==> src/rtl/mac_pe_dbuf.sv <==
// mac_pe_dbuf
//   Weight-stationary multiply-accumulate processing element for a systolic
//   array. The weight is double buffered: a shadow register fills through a
//   vertical shift chain while the active weight keeps computing. A swap token
//   that travels with the ifmap stream commits the shadow weight into the
//   active register, so a weight reload costs no stall cycles. Partial-sum
//   adds can saturate or wrap, overflow is recorded in a sticky flag, and the
//   partial sum bypasses the adder when no ifmap data is valid.
//
// Ports
//   clk, rstn                    clock (rising edge), asynchronous active-low reset
//   w_load_in, w_data_in         shadow-weight load strobe and data from the PE above
//   w_load_out, w_data_out       registered load strobe and shadow weight to the PE below
//   ifmap_valid_in, ifmap_data_in, w_swap_in
//                                ifmap operand and swap token from the west
//   ifmap_valid_out, ifmap_data_out, w_swap_out
//                                registered ifmap stream and qualified token to the east
//   psum_valid_in, psum_data_in  partial sum from the PE above
//   sat_en                       1: clamp on overflow, 0: wrap
//   ovf_clr                      synchronous clear of ovf_flag
//   psum_valid_out, psum_data_out registered partial sum to the PE below
//   ovf_flag                     sticky overflow indicator
module mac_pe_dbuf #(
  parameter int IFMAP_BITWIDTH = 16,
  parameter int W_BITWIDTH     = 8,
  parameter int OFMAP_BITWIDTH = 32,
  parameter bit SIGNED_MODE    = 1'b1
) (
  input  logic                      clk,
  input  logic                      rstn,
  input  logic                      w_load_in,
  input  logic [W_BITWIDTH-1:0]     w_data_in,
  output logic                      w_load_out,
  output logic [W_BITWIDTH-1:0]     w_data_out,
  input  logic                      ifmap_valid_in,
  input  logic [IFMAP_BITWIDTH-1:0] ifmap_data_in,
  input  logic                      w_swap_in,
  output logic                      ifmap_valid_out,
  output logic [IFMAP_BITWIDTH-1:0] ifmap_data_out,
  output logic                      w_swap_out,
  input  logic                      psum_valid_in,
  input  logic [OFMAP_BITWIDTH-1:0] psum_data_in,
  input  logic                      sat_en,
  input  logic                      ovf_clr,
  output logic                      psum_valid_out,
  output logic [OFMAP_BITWIDTH-1:0] psum_data_out,
  output logic                      ovf_flag
);

  localparam int IFW  = IFMAP_BITWIDTH;
  localparam int WW   = W_BITWIDTH;
  localparam int OFW  = OFMAP_BITWIDTH;
  localparam int PW   = IFW + WW;
  localparam int EXTW = OFW + 1 - PW;

  // The product must fit in the partial sum, otherwise results silently truncate.
  if (OFW < PW) begin : g_width_check
    $error("mac_pe_dbuf: OFMAP_BITWIDTH must be >= IFMAP_BITWIDTH + W_BITWIDTH");
  end

  logic [WW-1:0]  shadow_w;
  logic [WW-1:0]  active_w;
  logic [IFW-1:0] ifmap_reg;

  logic [PW-1:0]  ifmap_ext;
  logic [PW-1:0]  weight_ext;
  logic [PW-1:0]  prod;
  logic [OFW:0]   prod_ext;
  logic [OFW:0]   psum_ext;
  logic [OFW:0]   sum;
  logic           overflow;
  logic [OFW-1:0] sat_value;
  logic [OFW-1:0] compute_result;

  assign w_data_out     = shadow_w;
  assign ifmap_data_out = ifmap_reg;

  // Weight chain: the shadow register captures on load and the strobe is
  // forwarded one cycle later so a column fills by shifting.
  always_ff @(posedge clk or negedge rstn) begin
    if (!rstn) begin
      shadow_w   <= '0;
      w_load_out <= 1'b0;
    end else begin
      w_load_out <= w_load_in;
      if (w_load_in) begin
        shadow_w <= w_data_in;
      end
    end
  end

  // Stage 1: register the ifmap stream and commit the shadow weight on a
  // qualified swap token. Because active_w and ifmap_reg update on the same
  // edge, the ifmap carrying the token already multiplies with the new weight.
  // On a simultaneous load, active_w sees the shadow value from before the edge.
  always_ff @(posedge clk or negedge rstn) begin
    if (!rstn) begin
      ifmap_reg       <= '0;
      ifmap_valid_out <= 1'b0;
      w_swap_out      <= 1'b0;
      active_w        <= '0;
    end else begin
      ifmap_valid_out <= ifmap_valid_in;
      w_swap_out      <= w_swap_in & ifmap_valid_in;
      if (ifmap_valid_in) begin
        ifmap_reg <= ifmap_data_in;
      end
      if (ifmap_valid_in && w_swap_in) begin
        active_w <= shadow_w;
      end
    end
  end

  // Operands are widened to the product width first so a plain multiply
  // yields the correct signed or unsigned product in its low bits.
  always_comb begin
    if (SIGNED_MODE) begin
      ifmap_ext  = {{WW{ifmap_reg[IFW-1]}}, ifmap_reg};
      weight_ext = {{IFW{active_w[WW-1]}}, active_w};
    end else begin
      ifmap_ext  = {{WW{1'b0}}, ifmap_reg};
      weight_ext = {{IFW{1'b0}}, active_w};
    end
    prod = ifmap_ext * weight_ext;
  end

  // The add is one bit wider than the partial sum; the two top bits differ
  // exactly when the true result does not fit in OFW signed bits, and the
  // top bit then gives the direction of the clamp.
  always_comb begin
    prod_ext       = {{EXTW{SIGNED_MODE & prod[PW-1]}}, prod};
    psum_ext       = {psum_data_in[OFW-1], psum_data_in};
    sum            = prod_ext + psum_ext;
    overflow       = sum[OFW] ^ sum[OFW-1];
    sat_value      = sum[OFW] ? {1'b1, {(OFW-1){1'b0}}} : {1'b0, {(OFW-1){1'b1}}};
    compute_result = (sat_en && overflow) ? sat_value : sum[OFW-1:0];
  end

  // Stage 2: accumulate when the registered ifmap is valid, otherwise pass the
  // incoming partial sum straight through.
  always_ff @(posedge clk or negedge rstn) begin
    if (!rstn) begin
      psum_data_out  <= '0;
      psum_valid_out <= 1'b0;
    end else if (ifmap_valid_out) begin
      psum_data_out  <= compute_result;
      psum_valid_out <= ifmap_valid_out & psum_valid_in;
    end else begin
      psum_data_out  <= psum_data_in;
      psum_valid_out <= psum_valid_in;
    end
  end

  // Sticky overflow: a new overflow takes priority over a clear in the same cycle.
  always_ff @(posedge clk or negedge rstn) begin
    if (!rstn) begin
      ovf_flag <= 1'b0;
    end else if (ifmap_valid_out && overflow) begin
      ovf_flag <= 1'b1;
    end else if (ovf_clr) begin
      ovf_flag <= 1'b0;
    end
  end

endmodule
==> config.mk <==
export PLATFORM = sky130hd
export DESIGN_NAME = mac_pe_dbuf
export DESIGN_NICKNAME = d
export VERILOG_FILES = /design/src/rtl/mac_pe_dbuf.sv
export SDC_FILE = /design/constraint.sdc
export NUM_CORES = 1
export LEC_CHECK = 0
export ABC_AREA = 1
export CAP_MARGIN = 10
export CORE_MARGIN = 4
export CORE_UTILIZATION = 58
export DETAILED_ROUTE_END_ITERATION = 8
export GPL_TIMING_DRIVEN = 0
export PLACE_DENSITY = 0.83
export SYNTH_ARGS = -nofsm -noshare
export SYNTH_HDL_FRONTEND = slang
export SYNTH_SLANG_ARGS = --single-unit
==> constraint.sdc <==
create_clock -name clk -period 6.2 [get_ports clk]
set_input_delay 1.86 -clock clk [delete_from_list [all_inputs] [get_ports clk]]
set_output_delay 1.86 -clock clk [all_outputs]
set_load 0.01 [all_outputs]
Word level (Yosys, flattened, before mapping). Cells that the tools add are included.

Logic and storage cells: 24. Register bits after elaboration: 69.

Multiply operators: 1. Bitwise logic cells: 3. Mux-type cells: 6. Reductions and logical operators: 4. $add $sub $neg: 1.

Operator list (count): 32-bit 2-to-1 mux (3); 24-bit by 32-bit adder with 33-bit output (1); 16-bit by 8-bit multiplier with 24-bit output (1); 1-bit logical AND (3); 1-bit 2-to-1 mux (3); 1-bit AND (2); 2-bit nonzero test (1); 1-bit bitwise XOR (1).

Depth between registers and ports, before layout. Gate-level depths: netlist of run 1.

Depth after elaboration: 6. Mapped depth: 29. Gate-level depth less buffers: 26.

Least setup slack after synthesis of run 1. OpenSTA, ideal clock, no wires.

Kind: input port to flip-flop. From: in psum_data_in[7]. To: reg psum_data_out[5]. Path buffers: 1. Data required time: 6080 ps. Stages: 23. Setup time: 120 ps. Arrival: 5935 ps. Setup slack: 145 ps. Cells stage by stage: inv_1 -> fa_1 -> inv_1 -> fa_1 -> fa_1 -> fa_1 -> inv_1 -> fa_1 -> inv_1 -> ha_1 -> a21oi_1 -> nand2_1 -> nand3_1 -> nand3_2 -> nand2_1 -> nand2_1 -> nand2_1 -> nand2_1 -> nand2_1 -> nand3_2 -> buf_6 -> nand2_1 -> a21oi_2.

Word-level cells in the longest chain between the ends: 5. Elaborated cells between the ends (all ways): 6. Classes of those cells: add/sub (1); mux (3); bitwise (1); reduce/logical (1).

RTL lines: from (decl) (line 42) `input logic [OFMAP_BITWIDTH-1:0] psum_data_in,`; 24-bit by 32-bit adder with 33-bit output (*) (line 133) `sum = prod_ext + psum_ext;`; 1-bit bitwise XOR (line 134) `overflow = sum[OFW] ^ sum[OFW-1];`; 1-bit logical AND (line 136) `compute_result = (sat_en && overflow) ? sat_value : sum[OFW-1:0];`; 32-bit 2-to-1 mux (*) (line 136); 32-bit 2-to-1 mux (*) (line 145) `end else if (ifmap_valid_out) begin`; to (signal assigned) (line 146) `psum_data_out <= compute_result;`; to (signal assigned) (line 149) `psum_data_out <= psum_data_in;`; to (decl) (line 46) `output logic [OFMAP_BITWIDTH-1:0] psum_data_out,`.

Every way passes the cells marked *; elsewhere a longest branch is shown, timed or not. A chain may end at the register's enable or synchronous reset.

Worst setup path after layout of run 1.
From: in psum_data_in[5]. To: reg psum_data_out[14].

Same word-level chain as after synthesis.

==> results.env, run 1 <==
RESULT_OF_THE_RUN='finished clean'
VIAS_PER_CELL=5.49
FILLCELLCOUNT=977
WORST_SETUP_PATH_END_KIND='register'
YOSYS_REGISTER_BITS=69
TIMING.FINAL.CRIT_PERIOD_PS=6130
FINAL_GP_CONGESTION=0.932
FINAL_LAYOUT_SIZE_SUFFIX_GT1_SHARE_PCT=15.4
POSTSYNTHAREAPERCELL_UM2=8.33
OVERALL_VIA_COUNT_FROM_DETAIL_ROUTE=8357
GRT_OVERFLOW=0
FINALMAXSLEWVIOLATIONS=0
REG2REG_DEPTH=23
YOSYSWARNINGCOUNT=0
ANTENNA_FOUND_INITIAL=0
CTS_HOLD_BUF=0
FINCLKSKEW_PS=7.56
SYNTHDISTINCTLIBCELLS=25
NUMBER_OF_ENABLE_FLIP_FLOP_CELLS_AFTER_SYNTHESIS=0
HOLD_PATH_DEPTH=2
SYNTHDOMINANTAREACELLTYPE='sky130_fd_sc_hd__fa_1'
TRITONCTS_CLOCK_TREE='done'
SYN-NUM-NETS=1456
CRITICAL_PATH.REG2REG.STARTPOINT='active_w[0]$_DFFE_PN0P_'
MAX_CAP_VIOLATIONS=0
HOLD_SLACK_PS=524
POST_SYNTH_MOST_FREQUENT_CELLS='sky130_fd_sc_hd__nand2_1, sky130_fd_sc_hd__inv_1, sky130_fd_sc_hd__fa_1'
BUFFER_PORTS.INSERTED=123
DIE_H_UM=137
WORSTPATHREQUIRED_PS=6470
PATH_CLK_SLEW_PS=70
SYNTHESIS_TO_FINISH_AREA_GROWTH_PCT=29.1
NETLIST.AREA_LEADER.SHARE_PCT=34.1
SETUP-VIOLATIONS-FINAL=0
PATH_MAX_FANOUT=5
DIE-AREA_UM2=18700
CRIT_PATH_TOP_DELAY_CELL='sky130_fd_sc_hd__fa_2'
LAYOUT.NETS=1601
CRITPATHLAUNCHTYPE='input port'
CRITPATHKIND='input port to register'
TIMING_HOLD_VIOLATIONS_FINAL=0
CTS-HTREE-LEVELS=3
WORST_HOLD_PATH_TYPE='register to register'
FMAX_MHz=163
SYNTH-ASYNC-RESET-RATIO_PCT=100
IOPINCOUNT=125
CRITPATHCAPTURE='psum_data_out[14]$_DFF_PN0_'
GRT_START_MAX_NET_PINS=70
GRT_PASS1_WL_MM=42.6
CTS-ROOT-BUF='sky130_fd_sc_hd__clkbuf_16'
CELL_WITH_THE_MOST_INSTANCES_AFTER_SYNTHESIS='sky130_fd_sc_hd__nand2_1'
INITIAL_CORE_UTILIZATION_PCT=60.0
SLEW_HEADROOM_PCT=39.1
ROUTE.ANTENNA.REMAINING_NETS=0
ANTENNA_DIODE_INSTANCE_COUNT=0
YS.FLOP_TYPE='sky130_fd_sc_hd__dfrtp_1'
CRIT-REG2REG-CAPTURE='psum_data_out[14]$_DFF_PN0_'
CELLS_AFTER_SYNTH=1156
FIN_CRIT_SH_PCT=98.8
REGTOREGSETUPSLACK_PS=290
PLACEABLECOREAREA_UM2=16100
CTS_INSERTED_BUFFERS=9
TIGHTEST_SLEW_PS=914
CRITICAL_PATH_DATA_ARRIVAL_TIME_PS=6400
SYNTH_AREA_LEADERS='sky130_fd_sc_hd__fa_1, sky130_fd_sc_hd__dfrtp_1, sky130_fd_sc_hd__nand2_1'
STD_CELL_ROWS=46
CLKLATENCYLATEPIN_PS=360
FIRST_PASS_ITERS=6
CPPEAKSTAGEDELAY_PS=560
AGGREGATE_ROUTED_WIRE_LENGTH_MM=28.7
DRT_ITER0_DRC=633
VIAS_IN_THE_FIRST_GLOBAL_ROUTE=8518
DESIGN_AREA_UM2=12400
YS_SEQ_AREA_SHARE_PCT=17.9
PATH_CELLS='clkdlybuf4s50_1 -> inv_1 -> fa_2 -> inv_2 -> fa_1 -> inv_1 -> fa_1 -> fa_2 -> inv_1 -> ha_1 -> ha_4 -> nand3_1 -> nand2_2 -> nand3_1 -> nand3_2 -> nand2_4 -> nand2_2 -> nand2_1 -> nand2_2 -> nand2_2 -> nand3_4 -> buf_6 -> nand2_1 -> a21oi_2'
DETAIL_ROUTE.WL_PER_CELL_UM=18.8
FLOORPLAN.DIE.WIDTH_UM=137
DRT_DRC_VIOLATIONS_LEFT=0
WORSTSETUPSTARTPOINT='psum_data_in[5]'
CRIT_TOP_CELL='sky130_fd_sc_hd__nand2_2'
GR-USAGE-ALL-LAYERS_PCT=29.8
CTS.SINKS=69
CLOCK_TREE.BUFFER_DEPTH=2
SYNTH_AREA_UM2=9630
DPL.HPWL_MM=20.2
DETAILED_PLACE.AREA_UM2=11100
sequential cells by signal (all words and copies together), names as in the netlist:
register and count:
ifmap_data_out 16, psum_data_out 32, w_load_out 1, ifmap_valid_out 1, active_w 8, ovf_flag 1
w_swap_out 1, w_data_out 8, psum_valid_out 1
cells in the final DEF (no fill, tap or decap), drive strengths merged, types with 18 or more instances in the layout:
| cell type | Yosys | final |
|---|---|---|
| nand2 | 291 | 291 |
| inv | 267 | 270 |
| fa | 164 | 164 |
| clkdlybuf4s50 | 0 | 99 |
| nor2 | 84 | 84 |
| ha | 72 | 72 |
| dfrtp | 69 | 69 |
| a21oi | 59 | 59 |
| clkbuf | 37 | 48 |
| o21ai | 23 | 23 |
| buf | 9 | 23 |
| nand3 | 18 | 18 |
worst max-delay path, delay by kind of cell:
| kind | cells | cell delay (ps) |
|---|---|---|
| buf+inv | 6 | 890 |
| fa+ha+maj | 6 | 2410 |
| compound gates | 1 | 190 |
| simple gates | 11 | 1020 |
final cells by class:
class                   count  area, um2  area share [%]
inverters                 267       1010            8.09
multi-input cells         774       7510            60.4
clock inverters             7        128            1.03
repair buffers            136       1340            10.8
plain buffers              44        231            1.86
flip-flops and latches     69       1730            13.9
clock buffers               9        225            1.81
well taps                 216        270            2.17
cells by family (layout without fill, tap and decap cells):
family | Yosys count | after routing | synth area share [%]
buffers and inverters | 313 | 463 | 12.7
multiplexers | 15 | 15 | 1.75
flip-flops | 69 | 69 | 17.9
AO/OA/AOI/OAI | 91 | 91 | 5.16
adder cells (fa/ha/maj) | 236 | 236 | 43.4
XOR/XNOR | 28 | 28 | 2.55
AND/OR/NAND/NOR | 404 | 404 | 16.5
layer usage:
metal  vias to the layer above  track usage (%)  share of wire [%]
met3                       141             4.52                7.7
met2                       476             52.5                 51
met4                         0             15.5                6.4
met1                      4057             35.3                 35
met5                         -                0                  0
li1                       3683                -                  -
repair_timing:
action,in CTS,in global routing
hold endpoints to repair,0,0
cloned,1,0
buffers inserted,4,8
endpoints found under the setup margin,33,32
pin swaps,16,56
gates resized for setup,65,125
worst min-delay path by stage:
stage	to	from	slack (ps)
2_1_floorplan	active_w[7]$_DFFE_PN0P_	active_w[7]$_DFFE_PN0P_	470
3_3_place_gp	active_w[7]$_DFFE_PN0P_	active_w[7]$_DFFE_PN0P_	500
3_5_place_dp	active_w[7]$_DFFE_PN0P_	active_w[7]$_DFFE_PN0P_	520
4_1_cts	active_w[7]$_DFFE_PN0P_	active_w[7]$_DFFE_PN0P_	530
5_1_grt	ovf_flag$_DFFE_PN0P_	ovf_flag$_DFFE_PN0P_	570
6_report	active_w[7]$_DFFE_PN0P_	active_w[7]$_DFFE_PN0P_	520
through the flow:
| stage | util (%) | cells | worst slack (ps) | TNS, ps |
|---|---|---|---|---|
| 3_5_place_dp | 69.3 | 1495 | -854 | -25950 |
| 4_1_cts | 73.8 | 1516 | -3.66 | -3.66 |
| 5_1_grt | 77.4 | 1522 | -42.1 | -373 |
| 3_3_place_gp | 69.3 | 1495 | -811 | -24250 |
| 2_1_floorplan | - | 1156 | 145 | 0 |
| 6_report | 77.4 | 1522 | 71.9 | 0 |
Power of run 1 is not shown: default switching activity piles up to over one toggle a cycle in this logic, so the estimate is an artifact.
==> inputs of run 2 (changes only) <==
==> config.mk (replaced) <==
export PLATFORM = sky130hd
export DESIGN_NAME = mac_pe_dbuf
export DESIGN_NICKNAME = d
export VERILOG_FILES = /design/src/rtl/mac_pe_dbuf.sv
export SDC_FILE = /design/constraint.sdc
export NUM_CORES = 1
export LEC_CHECK = 0
export ABC_AREA = 0
export CAP_MARGIN = 10
export CORE_MARGIN = 4
export CORE_UTILIZATION = 57
export DETAILED_ROUTE_END_ITERATION = 8
export GPL_TIMING_DRIVEN = 0
export PLACE_DENSITY = 0.86
export SYNTH_ARGS = -nofsm -noshare
export SYNTH_HDL_FRONTEND = slang
export SYNTH_SLANG_ARGS = --single-unit
==> run 2 against run 1 <==
Effect of this change: the flow now finishes with violations (setup timing); sequential share of layout area is 0.37 points higher; clock skew up 3.3 ps; die area fell by 3.0%.
==> results.env, run 2 <==
SETUP_TNS_PS=-17140  # was 0 ps
REGMOSTFLOPS='psum_data_out'  # unchanged
FINCLKSKEW_PS=10.8  # was 7.56 ps
SETUP-VIOLATIONS-FINAL=33  # was 0
VIAS_IN_THE_FIRST_GLOBAL_ROUTE=8263  # was 8518
IOPINCOUNT=125  # unchanged
SEQ_AREA_UM2=1730  # unchanged
FINAL_GP_CONGESTION=0.895  # was 0.932
DPL.HPWL_MM=17.9  # was 20.2 mm
ROUTE.ANTENNA.REMAINING_NETS=0  # unchanged
SLEW_HEADROOM_PCT=52.7  # was 39.1%
DESIGN_AREA_UM2=12100  # was 12400 um2
TIGHTEST_SLEW_PS=710  # was 914 ps
NUMBER_OF_ENABLE_FLIP_FLOP_CELLS_AFTER_SYNTHESIS=0  # unchanged
ANTENNA_FOUND_INITIAL=0  # unchanged
VIOLATIONS='setup timing'
DRT_ITER0_DRC=722  # was 633
ANTENNA_DIODE_INSTANCE_COUNT=0  # unchanged
SHARE_OF_THE_CORE_FILLED_WITH_CELLS_IN_THE_FINAL_LAYOUT_PCT=76.5  # was 77.4%
CTS-ROOT-BUF='sky130_fd_sc_hd__clkbuf_16'  # unchanged
WORST_SETUP_PATH_END_KIND='register'  # unchanged
POST_SYNTH_MOST_FREQUENT_CELLS='sky130_fd_sc_hd__fa_1, sky130_fd_sc_hd__inv_1, sky130_fd_sc_hd__and2_1'  # was sky130_fd_sc_hd__nand2_1, sky130_fd_sc_hd__inv_1, sky130_fd_sc_hd__fa_1
CTS.SINKS=69  # unchanged
GRT_OVERFLOW=0  # unchanged
CRITPATHKIND='input port to register'  # unchanged
TRITONCTS_CLOCK_TREE='done'  # unchanged
VIAS_PER_CELL=6.17  # was 5.49
GR-USAGE-ALL-LAYERS_PCT=31.1  # was 29.8%
GRT_PASS1_WL_MM=43.2  # was 42.6 mm
MOSTFREQUENTLAYOUTCELL='sky130_fd_sc_hd__fa_1'  # was sky130_fd_sc_hd__inv_1
SYNTH-ASYNC-RESET-RATIO_PCT=100  # unchanged
CLKLATENCYLATEPIN_PS=360  # about the same
CELL_WITH_THE_MOST_INSTANCES_AFTER_SYNTHESIS='sky130_fd_sc_hd__fa_1'  # was sky130_fd_sc_hd__nand2_1
YOSYSWARNINGCOUNT=0  # unchanged
OVERALL_VIA_COUNT_FROM_DETAIL_ROUTE=7663  # was 8357
DIE_H_UM=135  # was 137 um
SYN-NUM-NETS=1153  # was 1456
FIN_CRIT_SH_PCT=109  # was 98.8%
CELLS_AFTER_SYNTH=853  # was 1156
NETLIST.AREA_LEADER.SHARE_PCT=35.8  # was 34.1%
LARGEST_REGISTER_FF_COUNT=32  # unchanged
WORST_HOLD_PATH_TYPE='register to register'  # unchanged
SYNTHDISTINCTLIBCELLS=55  # was 25
BUFFER_PORTS.INSERTED=123  # unchanged
CTS_INSERTED_BUFFERS=9  # unchanged
TIMING.FINAL.WS_SETUP_PS=-566  # was 71.9 ps
CRITICAL_PATH_DATA_ARRIVAL_TIME_PS=6990  # was 6400 ps
CLOCK_TREE.BUFFER_DEPTH=2  # unchanged
PATH_CLK_SLEW_PS=70  # about the same
WORSTPATHREQUIRED_PS=6430  # was 6470 ps
DIE-AREA_UM2=18200  # was 18700 um2
FINALMAXSLEWVIOLATIONS=0  # unchanged
DETAIL_ROUTE.WL_PER_CELL_UM=23.2  # was 18.8 um
SYNTH_AREA_LEADERS='sky130_fd_sc_hd__fa_1, sky130_fd_sc_hd__dfrtp_1, sky130_fd_sc_hd__ha_1'  # was sky130_fd_sc_hd__fa_1, sky130_fd_sc_hd__dfrtp_1, sky130_fd_sc_hd__nand2_1
CRITPATHLAUNCHTYPE='input port'  # unchanged
CTS-HTREE-LEVELS=3  # unchanged
DP_SLACK_PS=-1280  # was -854 ps
AGGREGATE_ROUTED_WIRE_LENGTH_MM=28.7  # about the same
FILLCELLCOUNT=932  # was 977
SYNTHESIS_TO_FINISH_AREA_GROWTH_PCT=32.2  # was 29.1%
MULTI_INPUT_COMB_AREA_UM2=7600  # was 7510 um2
FIRST_PASS_ITERS=7  # was 6
DRT_DRC_VIOLATIONS_LEFT=0  # unchanged
PATH_MAX_FANOUT=8  # was 5
MOST-COMMON-LAYOUT-CELLS='sky130_fd_sc_hd__fa_1, sky130_fd_sc_hd__inv_1, sky130_fd_sc_hd__clkdlybuf4s50_1'  # was sky130_fd_sc_hd__inv_1, sky130_fd_sc_hd__nand2_1, sky130_fd_sc_hd__fa_1
YS.FLOP_TYPE='sky130_fd_sc_hd__dfrtp_1'  # unchanged
FINAL_LAYOUT_SIZE_SUFFIX_GT1_SHARE_PCT=20.6  # was 15.4%
TIMING.FINAL.CRIT_PERIOD_PS=6770  # was 6130 ps
SYNTH_AREA_UM2=9160  # was 9630 um2
CTS_HOLD_BUF=0  # unchanged
FLOORPLAN.DIE.WIDTH_UM=135  # was 137 um
YOSYS_REGISTER_BITS=69  # unchanged
FMAX_MHz=148  # was 163 MHz
INITIAL_CORE_UTILIZATION_PCT=57.9  # was 60.0%
PLACEABLECOREAREA_UM2=15800  # was 16100 um2
TIMING_HOLD_VIOLATIONS_FINAL=0  # unchanged
LAYOUT.NETS=1320  # was 1601
DETAILED_PLACE.AREA_UM2=10800  # was 11100 um2
RSZ_0062_RAISED_AFTER_GLOBAL_ROUTING='yes'
RESULT_OF_THE_RUN='complete, but fails checks'  # was finished clean
SYNTHDOMINANTAREACELLTYPE='sky130_fd_sc_hd__fa_1'  # unchanged
YS_SEQ_AREA_SHARE_PCT=18.8  # was 17.9%
MAX_CAP_VIOLATIONS=0  # unchanged
POSTSYNTHAREAPERCELL_UM2=10.7  # was 8.33 um2
STD_CELL_ROWS=46  # unchanged
GRT_START_MAX_NET_PINS=70  # unchanged
-- run 2: what timing repair did --
item                       4_1_cts  5_1_grt
gates resized for setup        160       26
cloned                           6        0
pin swaps                       77       21
setup buffers                   21        6
setup endpoints to repair       33       33
-- run 2: final timing paths --
path	startpoint	endpoint	slack, ps	cells after the start
max in group asynchronous	rstn	ifmap_data_out[13]$_DFFE_PN0P_	4400	2
hold / removal	w_data_out[4]$_DFFE_PN0P_	w_data_out[4]$_DFFE_PN0P_	530	1
setup / recovery	psum_data_in[15]	psum_data_out[25]$_DFF_PN0_	-570	20
min in group asynchronous	rstn	psum_data_out[2]$_DFF_PN0_	1510	2
setup reg to reg	active_w[2]$_DFFE_PN0P_	psum_data_out[5]$_DFF_PN0_	-300	19
hold reg to reg	w_data_out[4]$_DFFE_PN0P_	w_data_out[4]$_DFFE_PN0P_	530	1
-- run 2: logic make-up (layout without fill, tap and decap cells) --
logic type	after synthesis	after routing	synth area share (%)
and+or+nand+nor	208	208	11.7
adders and majority gates	236	236	45.7
AOI/OAI and AO/OA	117	117	10.1
muxes	32	32	3.92
buffers and inverters	161	333	6.91
DFF	69	69	18.8
xor gates and xnor gates	30	30	2.87
-- run 2: cell type report --
cell class | count | share of cell area, %
multi-input combinational | 623 | 62.7
sequential | 69 | 14.3
timing repair buffer | 157 | 12.6
inverter | 133 | 4.20
tap | 216 | 2.23
clock buffer | 9 | 1.86
buffer | 27 | 1.39
clock inverter | 7 | 0.682
-- run 2: metal layers --
metal	global-route usage (%)	vias to the layer above	routed length, um	part of all wire (%)
met5	0	-	0	0
met2	53.9	518	14600	51
met3	5.89	178	2300	8.0
li1	-	3108	-	-
met1	37.6	3859	9820	34
met4	14.6	0	1990	6.9
-- run 2: critical path, stage by stage --
cell                              delay, ps
sky130_fd_sc_hd__clkdlybuf4s15_1        320
sky130_fd_sc_hd__inv_1                  110
sky130_fd_sc_hd__fa_1                   550
sky130_fd_sc_hd__inv_1                   60
sky130_fd_sc_hd__fa_1                   520
sky130_fd_sc_hd__fa_1                   490
sky130_fd_sc_hd__fa_1                   420
sky130_fd_sc_hd__ha_1                   210
sky130_fd_sc_hd__ha_1                   280
sky130_fd_sc_hd__clkbuf_4               180
sky130_fd_sc_hd__o21ai_1                220
sky130_fd_sc_hd__o21a_1                 270
sky130_fd_sc_hd__o31ai_4                140
sky130_fd_sc_hd__and2_1                 220
sky130_fd_sc_hd__or3_4                  410
sky130_fd_sc_hd__nand3_4                100
sky130_fd_sc_hd__nand4_1                160
sky130_fd_sc_hd__buf_6                  200
sky130_fd_sc_hd__buf_8                  140
sky130_fd_sc_hd__o221a_1                130
-- run 2: per-stage QoR --
step | instances | hold slack [ps]
floorplan | 853 | 525
global placement | 1192 | 495
detailed placement | 1193 | 520
CTS | 1235 | 540
global route | 1241 | 565
finish | 1241 | 533
Power of run 2 is left out for the same reason.
